===== src/rtl/regfile_cycle_counter.sv =====
// regfile_cycle_counter
//   Sixteen 16-bit architectural registers with two registered read ports and
//   one write port, plus a saturating cycle counter with a sticky timeout flag.
//   r0 reads as zero and ignores writes.
//
//   Build option: define REGFILE_BYPASS_EN for write-first reads. In that
//   build, a read that hits the address written in the same cycle returns
//   wdata. The default build is read-first and returns the old contents,
//   which the core's forwarding network relies on.
module regfile_cycle_counter #(
  parameter int unsigned TIMEOUT = 1000,
  parameter int unsigned CNT_W   = 32
) (
  input  logic             clk,
  input  logic             reset,
  input  logic [3:0]       raddr0,
  output logic [15:0]      rdata0,
  input  logic [3:0]       raddr1,
  output logic [15:0]      rdata1,
  input  logic             wen,
  input  logic [3:0]       waddr,
  input  logic [15:0]      wdata,
  input  logic             halt,
  output logic [CNT_W-1:0] cycles,
  output logic             timeout
);

  localparam logic [CNT_W-1:0] TIMEOUT_C = CNT_W'(TIMEOUT);
  localparam logic [CNT_W-1:0] CNT_MAX   = '1;

  // ---------------------------------------------------------------------------
  // Register storage and read ports
  // ---------------------------------------------------------------------------
  logic [15:0] mem_q [16];
  logic [15:0] rdata0_q, rdata0_d;
  logic [15:0] rdata1_q, rdata1_d;
  logic        wr_act;

  // A write to r0 is dropped here, so entry 0 never leaves its reset value.
  assign wr_act = wen && (waddr != 4'd0);

  // Select the next read data for each port. r0 is forced to zero. In the
  // bypass build, an in-cycle write is forwarded to the port.
  always_comb begin
    rdata0_d = mem_q[raddr0];
    rdata1_d = mem_q[raddr1];
`ifdef REGFILE_BYPASS_EN
    if (wr_act && (waddr == raddr0)) rdata0_d = wdata;
    if (wr_act && (waddr == raddr1)) rdata1_d = wdata;
`endif
    if (raddr0 == 4'd0) rdata0_d = 16'h0000;
    if (raddr1 == 4'd0) rdata1_d = 16'h0000;
  end

  // Update the storage array. Reset clears every entry and overrides a write.
  always_ff @(posedge clk) begin
    if (reset) begin
      for (int i = 0; i < 16; i++) mem_q[i] <= 16'h0000;
    end else if (wr_act) begin
      mem_q[waddr] <= wdata;
    end
  end

  // Register both read ports. The array above still holds its old contents in
  // this cycle, which gives read-first behaviour in the default build.
  always_ff @(posedge clk) begin
    if (reset) begin
      rdata0_q <= 16'h0000;
      rdata1_q <= 16'h0000;
    end else begin
      rdata0_q <= rdata0_d;
      rdata1_q <= rdata1_d;
    end
  end

  assign rdata0 = rdata0_q;
  assign rdata1 = rdata1_q;

  // ---------------------------------------------------------------------------
  // Cycle counter and timeout
  // ---------------------------------------------------------------------------
  logic [CNT_W-1:0] cycles_q, cycles_d;
  logic             timeout_q, timeout_d;
  logic             cnt_en;

  // Count only while running. The count also stops at the top of its range,
  // so it can never wrap even when TIMEOUT exceeds what CNT_W can hold.
  assign cnt_en = !halt && !timeout_q && (cycles_q != CNT_MAX);

  // Compute the next count. Timeout sets on the increment that lands on the
  // budget, and both values then freeze until reset.
  always_comb begin
    cycles_d  = cycles_q;
    timeout_d = timeout_q;
    if (cnt_en) begin
      cycles_d = cycles_q + 1'b1;
      if (cycles_d == TIMEOUT_C) timeout_d = 1'b1;
    end
  end

  // Register the counter state. Reset overrides halt.
  always_ff @(posedge clk) begin
    if (reset) begin
      cycles_q  <= '0;
      timeout_q <= 1'b0;
    end else begin
      cycles_q  <= cycles_d;
      timeout_q <= timeout_d;
    end
  end

  assign cycles  = cycles_q;
  assign timeout = timeout_q;

endmodule


===== config.mk =====
export PLATFORM = sky130hd
export DESIGN_NAME = regfile_cycle_counter
export DESIGN_NICKNAME = d
export VERILOG_FILES = /design/src/rtl/regfile_cycle_counter.sv
export SDC_FILE = /design/constraint.sdc
export NUM_CORES = 1
export LEC_CHECK = 0
export CORE_MARGIN = 5
export CORE_UTILIZATION = 40
export DETAILED_ROUTE_END_ITERATION = 10
export GPL_TIMING_DRIVEN = 0
export SLEW_MARGIN = 20
export SYNTH_ARGS = -nofsm -noshare
export SYNTH_HDL_FRONTEND = slang
export SYNTH_SLANG_ARGS = --single-unit

===== constraint.sdc =====
create_clock -name clk -period 4.6 [get_ports clk]
set_input_delay 0.46 -clock clk [delete_from_list [all_inputs] [get_ports clk]]
set_output_delay 0.46 -clock clk [all_outputs]
set_load 0.02 [all_outputs]

## Word-level counts from Yosys, hierarchy flattened

Memories as Yosys holds them, arrays and structs flattened. A register that Yosys moved wholly into a read port is not among the register bits.
Index checks and enable logic that the tools add are counted.
W data, S select, Z words.

- Multiplexer cells: 8
- $add $sub $neg: 1
- Reductions and logical operators: 12
- Eq/ne operators: 2

Operators with widths:

| operator | count |
|---|---|
| $add A32 B1 Y32 const B | 1 |
| $eq A32 B10 Y1 const B | 1 |
| $ne A32 B32 Y1 const B | 1 |
| $mux W16 | 1 |
| $reduce_or A16 Y1 | 1 |
| $logic_not A4 Y1 | 2 |
| $mux W1 | 6 |
| $mux W4 | 1 |
| $reduce_bool A4 Y1 | 1 |
| $reduce_or A2 Y1 | 2 |
| $logic_and A1 B1 Y1 | 3 |
| $logic_not A1 Y1 | 2 |
| $reduce_and A2 Y1 | 1 |

- Output and inout bits: 65
- Input port bits: 32
- Register bits after elaboration: 33
- Memories kept: 1
- Word-level logic and storage cells: 26
- Bits in writable memories: 256

Memory list:

| name | words | bits a word | read ports | clocked after Yosys merged registers in | wr ports | RTL line | source |
|---|---|---|---|---|---|---|---|
| mem_q | 16 | 16 | 2 | 2 | 16 | 34 | `logic [15:0] mem_q [16];` |

## Depth between registers and ports, before layout

Gate-level depths: netlist of run 1.

- Depth after elaboration: 7
- Mapped depth: 11
- Depth with buffers taken out: 8

## Worst setup path after synthesis of run 1

No wires, ideal clock.

- Path type: register to register
- Start point: register cycles_q[0], in the netlist cycles[0]
- End point: register timeout_q, in the netlist timeout
- Arrival time: 2.630 ns
- Required time: 4.508 ns
- Setup time: 0.092 ns
- Cell stages (with the launch flop): 10
- Setup slack: 1.878 ns
- Buffers on the path: 2
- Clock period less this slack: 2.722 ns
- Cell sequence: dfxtp_1 > ha_1 > nand3_1 > or4_4 > buf_6 > or3_1 > buf_6 > nor2_2 > a31oi_1 > o32ai_1

- Longest elaborated chain between the ends: 3
- Elaborated cells on any way between the ends: 5
- Those cells by class: add/sub: 1; eq/ne: 2; reduce/logical: 2

Ends and longest elaborated chain:

| what | RTL line | source |
|---|---|---|
| start: declaration | 82 | `logic [CNT_W-1:0] cycles_q, cycles_d;` |
| start signal: assignment | 107 | `cycles_q <= cycles_d;` |
| $add A32 B1 Y32 or $ne A32 B32 Y1 (tied branches) | 96, 88 |  |
| $eq A32 B10 Y1 or $logic_and A1 B1 Y1 (tied branches) | 97, 88 |  |
| $reduce_and A2 Y1 (no source line) * | -- |  |
| end signal: assignment | 108 | `timeout_q <= timeout_d;` |
| end: declaration | 83 | `logic timeout_q, timeout_d;` |

Every way passes the cells marked *; elsewhere a longest branch is shown, timed or not.
A chain may end at the register's enable or synchronous reset.

## Worst setup path in the final report of run 1

- Start point: register cycles_q[1], in the netlist cycles[1]
- End point: register cycles_q[18], in the netlist cycles[18]

- Longest elaborated chain between the ends: 2
- Elaborated cells on any way between the ends: 3
- Those cells by class: add/sub: 1; eq/ne: 1; reduce/logical: 1

Ends and longest elaborated chain:

| what |
|---|
| parallel branches: the longest is 2 deep, another holds $add A32 B1 Y32 |

Parallel ways; which one is timed is not known.

==> results of run 1 <==
## synthesized netlist by cell type (2+ instances only)
cell type / instances
edfxtp_1: 256
and2_1: 244
mux4_2: 160
dfxtp_1: 65
clkbuf_1: 64
nor2_1: 48
nor2b_1: 33
nand2_1: 28
o21ai_0: 22
xnor2_1: 21
nor3_1: 18
nand3_1: 17
a21oi_1: 13
buf_1: 13
xor2_1: 12
buf_2: 8
nand4_1: 8
or3_1: 8
and3_1: 6
or2_2: 6
inv_1: 5
nor4_1: 5
nand2b_1: 4
nor3_2: 4
or4_1: 4
a31oi_1: 3
o22ai_1: 3
o31ai_1: 3
a211oi_1: 2
a31o_2: 2
buf_6: 2
ha_1: 2
nand3b_1: 2
o41ai_1: 2
## cell type report
type | count | area share
inverter | 5 | 0.000974
buffer | 88 | 0.0190
timing repair buffer | 99 | 0.0532
multi-input combinational | 709 | 0.364
tap | 525 | 0.0341
clock buffer | 49 | 0.0514
sequential | 321 | 0.466
clock inverter | 15 | 0.0109
## logic make-up after synthesis
logic type,Yosys count
xor gates and xnor gates,33
adders and majority gates,2
DFF,321
muxes,160
AOI/OAI and AO/OA,54
buffers and inverters,93
other,1
and+or+nand+nor,444
## report_power, final
group          total (mW)  switching (mW)  internal [mW]
clock                3.00            1.20           1.80
sequential           3.38          0.0768           3.30
combinational       0.794           0.404          0.390
total                7.17            1.68           5.49
## through the flow
| stage | cells | cell area, µm² |
|---|---|---|
| CTS | 1810 | 19300 |
| global placement | 1736 | 17800 |
| global route | 1811 | 19300 |
| finish | 1811 | 19300 |
| detailed placement | 1746 | 18100 |
| floorplan | 1123 | 16300 |
## worst min path at each step
| stage | from | endpoint | slack, ps | depth (start not counted) |
|---|---|---|---|---|
| after detailed placement | timeout$_SDFFE_PP0P_ | timeout$_SDFFE_PP0P_ | 490 | 2 |
| after global placement | timeout$_SDFFE_PP0P_ | timeout$_SDFFE_PP0P_ | 480 | 2 |
| after global routing | timeout$_SDFFE_PP0P_ | timeout$_SDFFE_PP0P_ | 510 | 2 |
| final | timeout$_SDFFE_PP0P_ | timeout$_SDFFE_PP0P_ | 500 | 2 |
| after floorplan | timeout$_SDFFE_PP0P_ | timeout$_SDFFE_PP0P_ | 540 | 2 |
| after CTS | timeout$_SDFFE_PP0P_ | timeout$_SDFFE_PP0P_ | 510 | 2 |
## cells in the final DEF, fill, tap and decap left out, types with 8 or more instances in the layout
cell             instances
clkbuf_16               37
nand2_1                 28
or3_1                    8
buf_1                    8
dfxtp_1                 65
conb_1                  16
a21oi_1                 13
o21ai_0                 10
nor2b_1                 33
nor3_1                  17
xor2_1                  12
nand4_1                  8
clkbuf_1                73
mux4_2                 160
edfxtp_1               256
and2_1                 244
xnor2_1                 21
nor2_1                  48
clkdlybuf4s50_1         88
buf_2                   12
buf_6                    9
nand3_1                 17
## state kept, by name (all words and copies together), names as in the netlist
| name | flops |
|---|---|
| rdata1 | 16 |
| mem_q | 256 |
| timeout | 1 |
| cycles | 32 |
| rdata0 | 16 |
## critical path, stage by stage, from the launching register on
cell,delay [ps]
dfxtp_1,470
ha_1,310
nand3_1,310
or4_4,600
buf_6,150
nor3_2,230
a31o_2,200
buf_2,210
buf_2,280
nor2_1,80
xnor2_1,140
nor2_1,50
## metal layers
layer,GRT usage,part of all wire,wire length [µm],vias up
li1,-,-,-,4509
met1,0.253,0.39,17100,5153
met2,0.346,0.51,22400,346
met3,0.0491,0.078,3430,63
met4,0.0606,0.025,1120,0
met5,0,0,0,-
==> reports/qor.yml, run 1 <==
outcome: "finished, final reports clean"
synth_top_area_share: 0.474
crit_path_end_kind: "register"
hold_buffers: 0
row_count: 73
synth_cell_type_count: 49
r2r_start: "cycles[1]$_SDFFE_PP0P_"
hold_viol: 0
multiInputGateArea_um2: 7010
layout-drive-gt1-share: 0.212
tightest_slew_ps: 1030
post-route-util: 0.483
path_class: "register to register"
synth-main-ff-cell: "edfxtp_1"
slew_violations: 0
synth-simple-area-share: 0.161
grt_antenna_before_repair: 1
fin_crit_sh: 0.689
cp.arrival_ps: 3580
drv_cap: 0
cts_tree: "built"
die_width_um: 211
final_nets: 1295
required_ps: 5010
wl_per_cell_um: 24.3
grt_pass1_vias: 10600
drt-initial-drc-count: 934
cts_buffers: 37
layout_setup_ws_ps: 1430
clkTransAtPathRegs_ps: 60
relSlewSlack: 0.311
crit_end: "cycles[18]$_SDFFE_PP0P_"
crit_start: "cycles[1]$_SDFFE_PP0P_"
crit_fanout: 10
io_pins: 97
syn_area_per_cell_um2: 14.6
pre_cts_ws_ps: 1190
synth_top_family_by_area: "multiplexers"
numPortBuffers: 88
yosysWarnings: 0
regArea_um2: 8990
ys_seq_area_frac: 0.554
syn_area_um2: 16200
r2r_end: "cycles[18]$_SDFFE_PP0P_"
synth_async_sr_flop_share: 0
synth_mux_area_frac: 0.222
core_region_area_um2: 39900
via_count: 10100
overflow: 0
cts_setup_buffers: 0
antenna_cells: 0
start_kind: "register"
max_freq_mhz: 315
syn_inst: 1108
ctsResizeCount: 0
synth-compound-area-share: 0.0199
min_path_type: "register to register"
synth-edff-count: 256
clock-sinks: 321
routed_wirelength_um: 44000
grt_use_total: 0.201
synthXorXnorAreaFrac: 0.0178
clockRootBuffer: "clkbuf_16"
nFillCells: 3451
place_congestion: 0.844
die-area_um2: 44700
ant_nets: 0
initial_core_util: 0.406
fin_crit_ps: 3170
reg2reg_depth: 11
fin_setup_tns_ps: 0
grt_first_pass_wirelength_um: 66400
skew_ps: 13.1
setup_viol: 0
drc: 0
grt_max_degree: 17
cts_buffer_depth: 3
ys_ff_latch: 321
place_hpwl_um: 31900
synthTopCellsByArea: "edfxtp_1, mux4_2, and2_1"
worstSkewPairLatency_ps: 540
firstDrtPassIters: 5
cellLeakagePower_nw: 6.39
whs_ps: 500
r2r_slack_ps: 1430
yosys.area.top_type: "edfxtp_1"
p_per_area_nw_per_um2: 372
vias_per_cell: 5.56
synth_adder_area_share: 0.00154
finalPower_mw: 7.17
htree_levels: 2
syn2layout_area_growth_pct: 18.9
die_h_um: 211
peakVddDrop_v: 0.000223
grt_setup_unrepaired: "false"
(Power assumes the default switching activity.)
==> run 2: changes to the inputs <==
==> constraint.sdc (replaced) <==
create_clock -name clk -period 2.62 [get_ports clk]
set_input_delay 0.262 -clock clk [delete_from_list [all_inputs] [get_ports clk]]
set_output_delay 0.262 -clock clk [all_outputs]
set_load 0.02 [all_outputs]
==> run 2 against run 1 <==
  * Core utilization is 0.48 points higher
  * Largest cell class unchanged
  * Sequential share of layout area fell by 0.40 points
  * Non-clock buffer count rose by 11
  * Clock skew increased by 10 ps
  * Die area stayed put
  * Worst hold slack worse by 66 ps
  * Via count grew 0.65%
  * Critical endpoint is now timeout$_SDFFE_PP0P_
  * Sequential power up 75%
  * Flip-flop and latch count did not move
==> reports/qor.yml, run 2 (same netlist as run 1, synthesis figures left out) <==
drt-initial-drc-count: 764  # was 934
place_congestion: 0.851  # was 0.844
relSlewSlack: 0.289  # was 0.311
io_pins: 97  # unchanged
crit_path_end_kind: "register"  # unchanged
core_region_area_um2: 39900  # unchanged
hold_buffers: 0  # unchanged
setup_viol: 0  # unchanged
instances_no_fill: 1828  # was 1811
die-area_um2: 44700  # unchanged
layout_commonest_cell: "edfxtp_1"  # unchanged
cellLeakagePower_nw: 6.48  # was 6.39 nW
crit_fanout: 10  # unchanged
routed_wirelength_um: 44500  # was 44000 µm
grt_setup_unrepaired: "true"  # was false
row_count: 73  # unchanged
clkTransAtPathRegs_ps: 60  # about the same
cp_common_cell: "nand4_1"
wl_met3_um: 3180  # was 3430 µm
via_count: 10100  # about the same
required_ps: 3060  # was 5010 ps
worstPathCellList: "buf_4 > nand4_1 > or4_4 > buf_6 > nor3_4 > nand4_1 > a211oi_2 > nand4_1 > o32ai_1"  # was ha_1 > nand3_1 > or4_4 > buf_6 > nor3_2 > a31o_2 > buf_2 > buf_2 > nor2_1 > xnor2_1 > nor2_1
cts_buffer_depth: 3  # unchanged
drc: 0  # unchanged
path_class: "register to register"  # unchanged
ant_nets: 0  # unchanged
layout-drive-gt1-share: 0.231  # was 0.212
die_h_um: 211  # unchanged
final_cell_mix: "edfxtp_1, and2_1, mux4_2"  # unchanged
max_freq_mhz: 391  # was 315 MHz
drv_cap: 0  # unchanged
grt_pass1_vias: 10500  # was 10600
numPortBuffers: 88  # unchanged
critPathSlowestCell: "or4_4"  # unchanged
worstSkewPairLatency_ps: 540  # about the same
fin_setup_tns_ps: 0  # unchanged
htree_levels: 2  # unchanged
overflow: 0  # unchanged
fin_crit_sh: 0.976  # was 0.689
cp_slowest_stage_delay_ps: 480  # was 600 ps
p_per_area_nw_per_um2: 642  # was 372 nW/µm²
initial_core_util: 0.406  # unchanged
place_inst: 1745  # was 1746
hold_viol: 0  # unchanged
slew_violations: 0  # unchanged
wl_met1_um: 18000  # was 17100 µm
cp.arrival_ps: 3000  # was 3580 ps
clockRootBuffer: "clkbuf_16"  # unchanged
grt_use_total: 0.198  # was 0.201
regMostFlops: "mem_q"  # unchanged
peakVddDrop_v: 0.000367  # was 0.000223 V
grt_first_pass_wirelength_um: 65900  # was 66400 µm
top_layer: "met4"  # unchanged
cp_top_family: "simple AND/OR/NAND/NOR gates"  # unchanged
min_path_type: "primary input to register"  # was register to register
syn2layout_area_growth_pct: 20.0  # was 18.9%
place_hpwl_um: 32000  # was 31900 µm
clock-sinks: 321  # unchanged
vias_per_cell: 5.54  # was 5.56
firstDrtPassIters: 5  # unchanged
cts_tree: "built"  # unchanged
final_nets: 1307  # was 1295
routed-wl-met2_um: 22200  # was 22400 µm
outcome: "finished, final reports clean"  # unchanged
largest_reg_flops: 256  # unchanged
cts_buffers: 38  # was 37
tightest_slew_ps: 1070  # was 1030 ps
wl_per_cell_um: 24.3  # about the same
fin_crit_ps: 2560  # was 3170 ps
grt_antenna_before_repair: 2  # was 1
cp.buffers_inverters: 2  # was 3
finalPower_mw: 12.5  # was 7.17 mW
skew_ps: 23.5  # was 13.1 ps
die_width_um: 211  # unchanged
start_kind: "register"  # unchanged
grt_max_degree: 17  # unchanged
## run 2: worst paths after layout
path / startpoint / endpoint / slack (ps) / depth (start not counted)
worst max register to register: cycles[8]$_SDFFE_PP0P_ / timeout$_SDFFE_PP0P_ / 60 / 9
worst max-delay path: cycles[8]$_SDFFE_PP0P_ / timeout$_SDFFE_PP0P_ / 60 / 9
worst min register to register: timeout$_SDFFE_PP0P_ / timeout$_SDFFE_PP0P_ / 500 / 2
worst min-delay path: raddr1[3] / rdata1[13]$_SDFF_PP0_ / 430 / 3
## run 2: stage by stage
step            util  instance area, µm²  hold slack (ps)  worst slack, ps
3_5_place_dp   0.452               18000              479             -593
4_1_cts        0.484               19300              417             7.92
2_1_floorplan      -               16300              460             34.5
5_1_grt        0.488               19500              490            -41.6
6_report       0.488               19500              434             62.2
3_3_place_gp   0.446               17800              482            -1880
## run 2: final cells by class
type	instances	area, µm²
fillers	3384	20500
flip-flops and latches	321	9000
multi-input cells	709	7100
repair buffers	112	1100
clock buffers	56	1060
well taps	525	657
plain buffers	86	384
clock inverters	13	138
inverters	5	18.8
diodes	1	2.50
## run 2: repair_timing
item | CTS | global route
resized for setup | 14 | 19
setup endpoints to repair | 43 | 50
cloned | 0 | 0
pin swaps | 2 | 7
buffers inserted | 5 | 10
## run 2: per-layer routing
metal  vias up  global-route usage
met4         0              0.0546
met3        63              0.0413
met5         -                   0
met2       365               0.337
met1      5171               0.259
li1       4537                   -
## run 2: report_power, final
part	switching [mW]	leakage [nW]	total [mW]	internal [mW]
Combinational	0.723	2.92	1.41	0.692
Sequential	0.134	2.98	5.93	5.80
Clock	2.11	0.581	5.14	3.03
Total	2.97	6.48	12.5	9.52
## run 2: worst min-delay path, stage by stage
cell,delay [ps]
clkbuf_1,270
mux4_2,300
nor2b_1,110
==> run 3: changes to the inputs <==
--- a/config.mk
+++ b/config.mk
@@ -5,6 +5,8 @@
 export SDC_FILE = /design/constraint.sdc
 export NUM_CORES = 1
 export LEC_CHECK = 0
+export CAP_MARGIN = 20
+export CORE_ASPECT_RATIO = 1.1
 export CORE_MARGIN = 5
 export CORE_UTILIZATION = 40
 export DETAILED_ROUTE_END_ITERATION = 10
==> run 3 against run 2 <==
  * Global-route usage rose by 0.069 points
  * Via count grew 0.23%
  * Final cell count decreased by 1.1%
  * Clock-buffer cell count decreased by 3
  * Critical path depth grew 1
  * Routed wire length is 0.23% lower
  * Clock power fell by 5.1%
  * Sequential power barely moved
  * Register-to-register slack improved by 50 ps
==> reports/qor.yml, run 3 (same netlist as run 1, synthesis figures left out) <==
gr-usage-met1: 0.250  # was 0.259
cp_common_cell: "buf_6"  # was nand4_1
tightest_slew_ps: 1050  # was 1070 ps
layout_setup_ws_ps: 109  # was 62.2 ps
crit_path_end_kind: "register"  # unchanged
htree_levels: 2  # unchanged
drv_cap: 0  # unchanged
cellLeakagePower_nw: 6.47  # was 6.48 nW
slew_violations: 0  # unchanged
die_h_um: 221  # was 211 µm
core_region_area_um2: 40200  # was 39900 µm²
die_width_um: 202  # was 211 µm
nFillCells: 3433  # was 3384
hold_viol: 0  # unchanged
whs_ps: 461  # was 434 ps
placed_area_um2: 18100  # was 18000 µm²
initial_core_util: 0.404  # was 0.406
cp_slowest_stage_delay_ps: 530  # was 480 ps
worstPathCellList: "ha_4 > nand3_4 > or4_4 > buf_6 > or3_1 > buf_6 > nor2_2 > nor4_1 > a31oi_1 > o32ai_1"  # was buf_4 > nand4_1 > or4_4 > buf_6 > nor3_4 > nand4_1 > a211oi_2 > nand4_1 > o32ai_1
ant_nets: 0  # unchanged
min_path_type: "primary input to register"  # unchanged
cts_buffers: 36  # was 38
grt_pass1_vias: 10500  # about the same
syn2layout_area_growth_pct: 19.6  # was 20.0%
pre_cts_ws_ps: -708  # was -593 ps
grt_use_total: 0.199  # was 0.198
via_count: 10200  # was 10100
max_freq_mhz: 398  # was 391 MHz
path_class: "register to register"  # unchanged
grtUsageMet2: 0.349  # was 0.337
fin_crit_sh: 0.958  # was 0.976
critPathSlowestCell: "or4_4"  # unchanged
die-area_um2: 44700  # about the same
cp.arrival_ps: 2890  # was 3000 ps
peakVddDrop_v: 0.000373  # was 0.000367 V
largest_reg_flops: 256  # unchanged
drt-initial-drc-count: 1046  # was 764
p_per_area_nw_per_um2: 631  # was 642 nW/µm²
io_pins: 97  # unchanged
wl_per_cell_um: 24.6  # was 24.3 µm
cts_buffer_depth: 3  # unchanged
regMostFlops: "mem_q"  # unchanged
outcome: "finished, final reports clean"  # unchanged
grt_util_met3: 0.0414  # was 0.0413
post-route-cell-area_um2: 19400  # was 19500 µm²
gr-max-usage-layer: "met2"  # unchanged
clockRootBuffer: "clkbuf_16"  # unchanged
overflow: 0  # unchanged
cts_tree: "built"  # unchanged
grt_antenna_before_repair: 0  # was 2
required_ps: 3000  # was 3060 ps
layout-drive-gt1-share: 0.233  # was 0.231
relSlewSlack: 0.303  # was 0.289
skew_ps: 26.8  # was 23.5 ps
crit_fanout: 9  # was 10
layout_commonest_cell: "edfxtp_1"  # unchanged
row_count: 77  # was 73
grt_first_pass_wirelength_um: 66500  # was 65900 µm
place_congestion: 0.889  # was 0.851
antenna_cells: 0  # was 1
fin_crit_ps: 2510  # was 2560 ps
final_cell_mix: "edfxtp_1, and2_1, mux4_2"  # unchanged
clock-sinks: 321  # unchanged
worstSkewPairLatency_ps: 560  # was 540 ps
numPortBuffers: 88  # unchanged
place_hpwl_um: 32100  # was 32000 µm
firstDrtPassIters: 5  # unchanged
vias_per_cell: 5.62  # was 5.54
setup_viol: 0  # unchanged
final_nets: 1300  # was 1307
start_kind: "register"  # unchanged
routed_wirelength_um: 44400  # was 44500 µm
drc: 0  # unchanged
grt_setup_unrepaired: "true"  # unchanged
grt_max_degree: 17  # unchanged
hold_buffers: 0  # unchanged
clkTransAtPathRegs_ps: 60  # about the same
-- run 3: per-stage QoR --
stage | utilization | power [mW] | setup TNS (ps) | instances
floorplan | - | 6.84 | 0 | 1123
detailed placement | 0.451 | 7.45 | -84250 | 1736
global placement | 0.443 | 7.37 | -328370 | 1724
CTS | 0.481 | 12.3 | 0 | 1805
finish | 0.483 | 12.2 | 0 | 1807
global route | 0.483 | 12.6 | -17.6 | 1807
-- run 3: metal layers --
layer	up-vias	routed length, µm
met5	-	0
met4	0	1140
met3	74	3250
met2	417	22700
met1	5153	17300
li1	4515	-
-- run 3: final timing paths --
check | from | to | slack, ps | depth (start not counted)
setup reg to reg | cycles[0]$_SDFFE_PP0P_ | timeout$_SDFFE_PP0P_ | 110 | 10
setup / recovery | cycles[0]$_SDFFE_PP0P_ | timeout$_SDFFE_PP0P_ | 110 | 10
hold / removal | raddr0[3] | rdata0[3]$_SDFF_PP0_ | 460 | 3
hold reg to reg | timeout$_SDFFE_PP0P_ | timeout$_SDFFE_PP0P_ | 500 | 2
-- run 3: where the power goes --
group	switching, mW	leakage, nW	internal, mW
logic	0.720	2.94	0.702
registers	0.134	2.98	5.80
clock network	2.06	0.550	2.82
total	2.91	6.47	9.32
-- run 3: area by class of cell --
type                       instances  area, µm²  area share
clock inverter                    13       96.3     0.00497
tap                              513        642      0.0331
sequential                       321       9000       0.464
buffer                            87        387      0.0199
inverter                           5       18.8    0.000968
timing repair buffer             106       1130      0.0583
clock buffer                      53       1030      0.0529
multi-input combinational        709       7090       0.366
-- run 3: what timing repair did --
action                     4_1_cts  5_1_grt
gates resized for setup         15       18
setup buffers                    4        1
pin swaps                        2        2
setup endpoints to repair       62       64
-- run 3: worst max-delay path, delay by kind of cell, from the launching register on --
family,cells,cell delay [ps]
AND/OR/NAND/NOR,5,1190
adder cells (fa/ha/maj),1,190
buffers and inverters,2,300
flip-flops,1,410
AO/OA/AOI/OAI,2,250
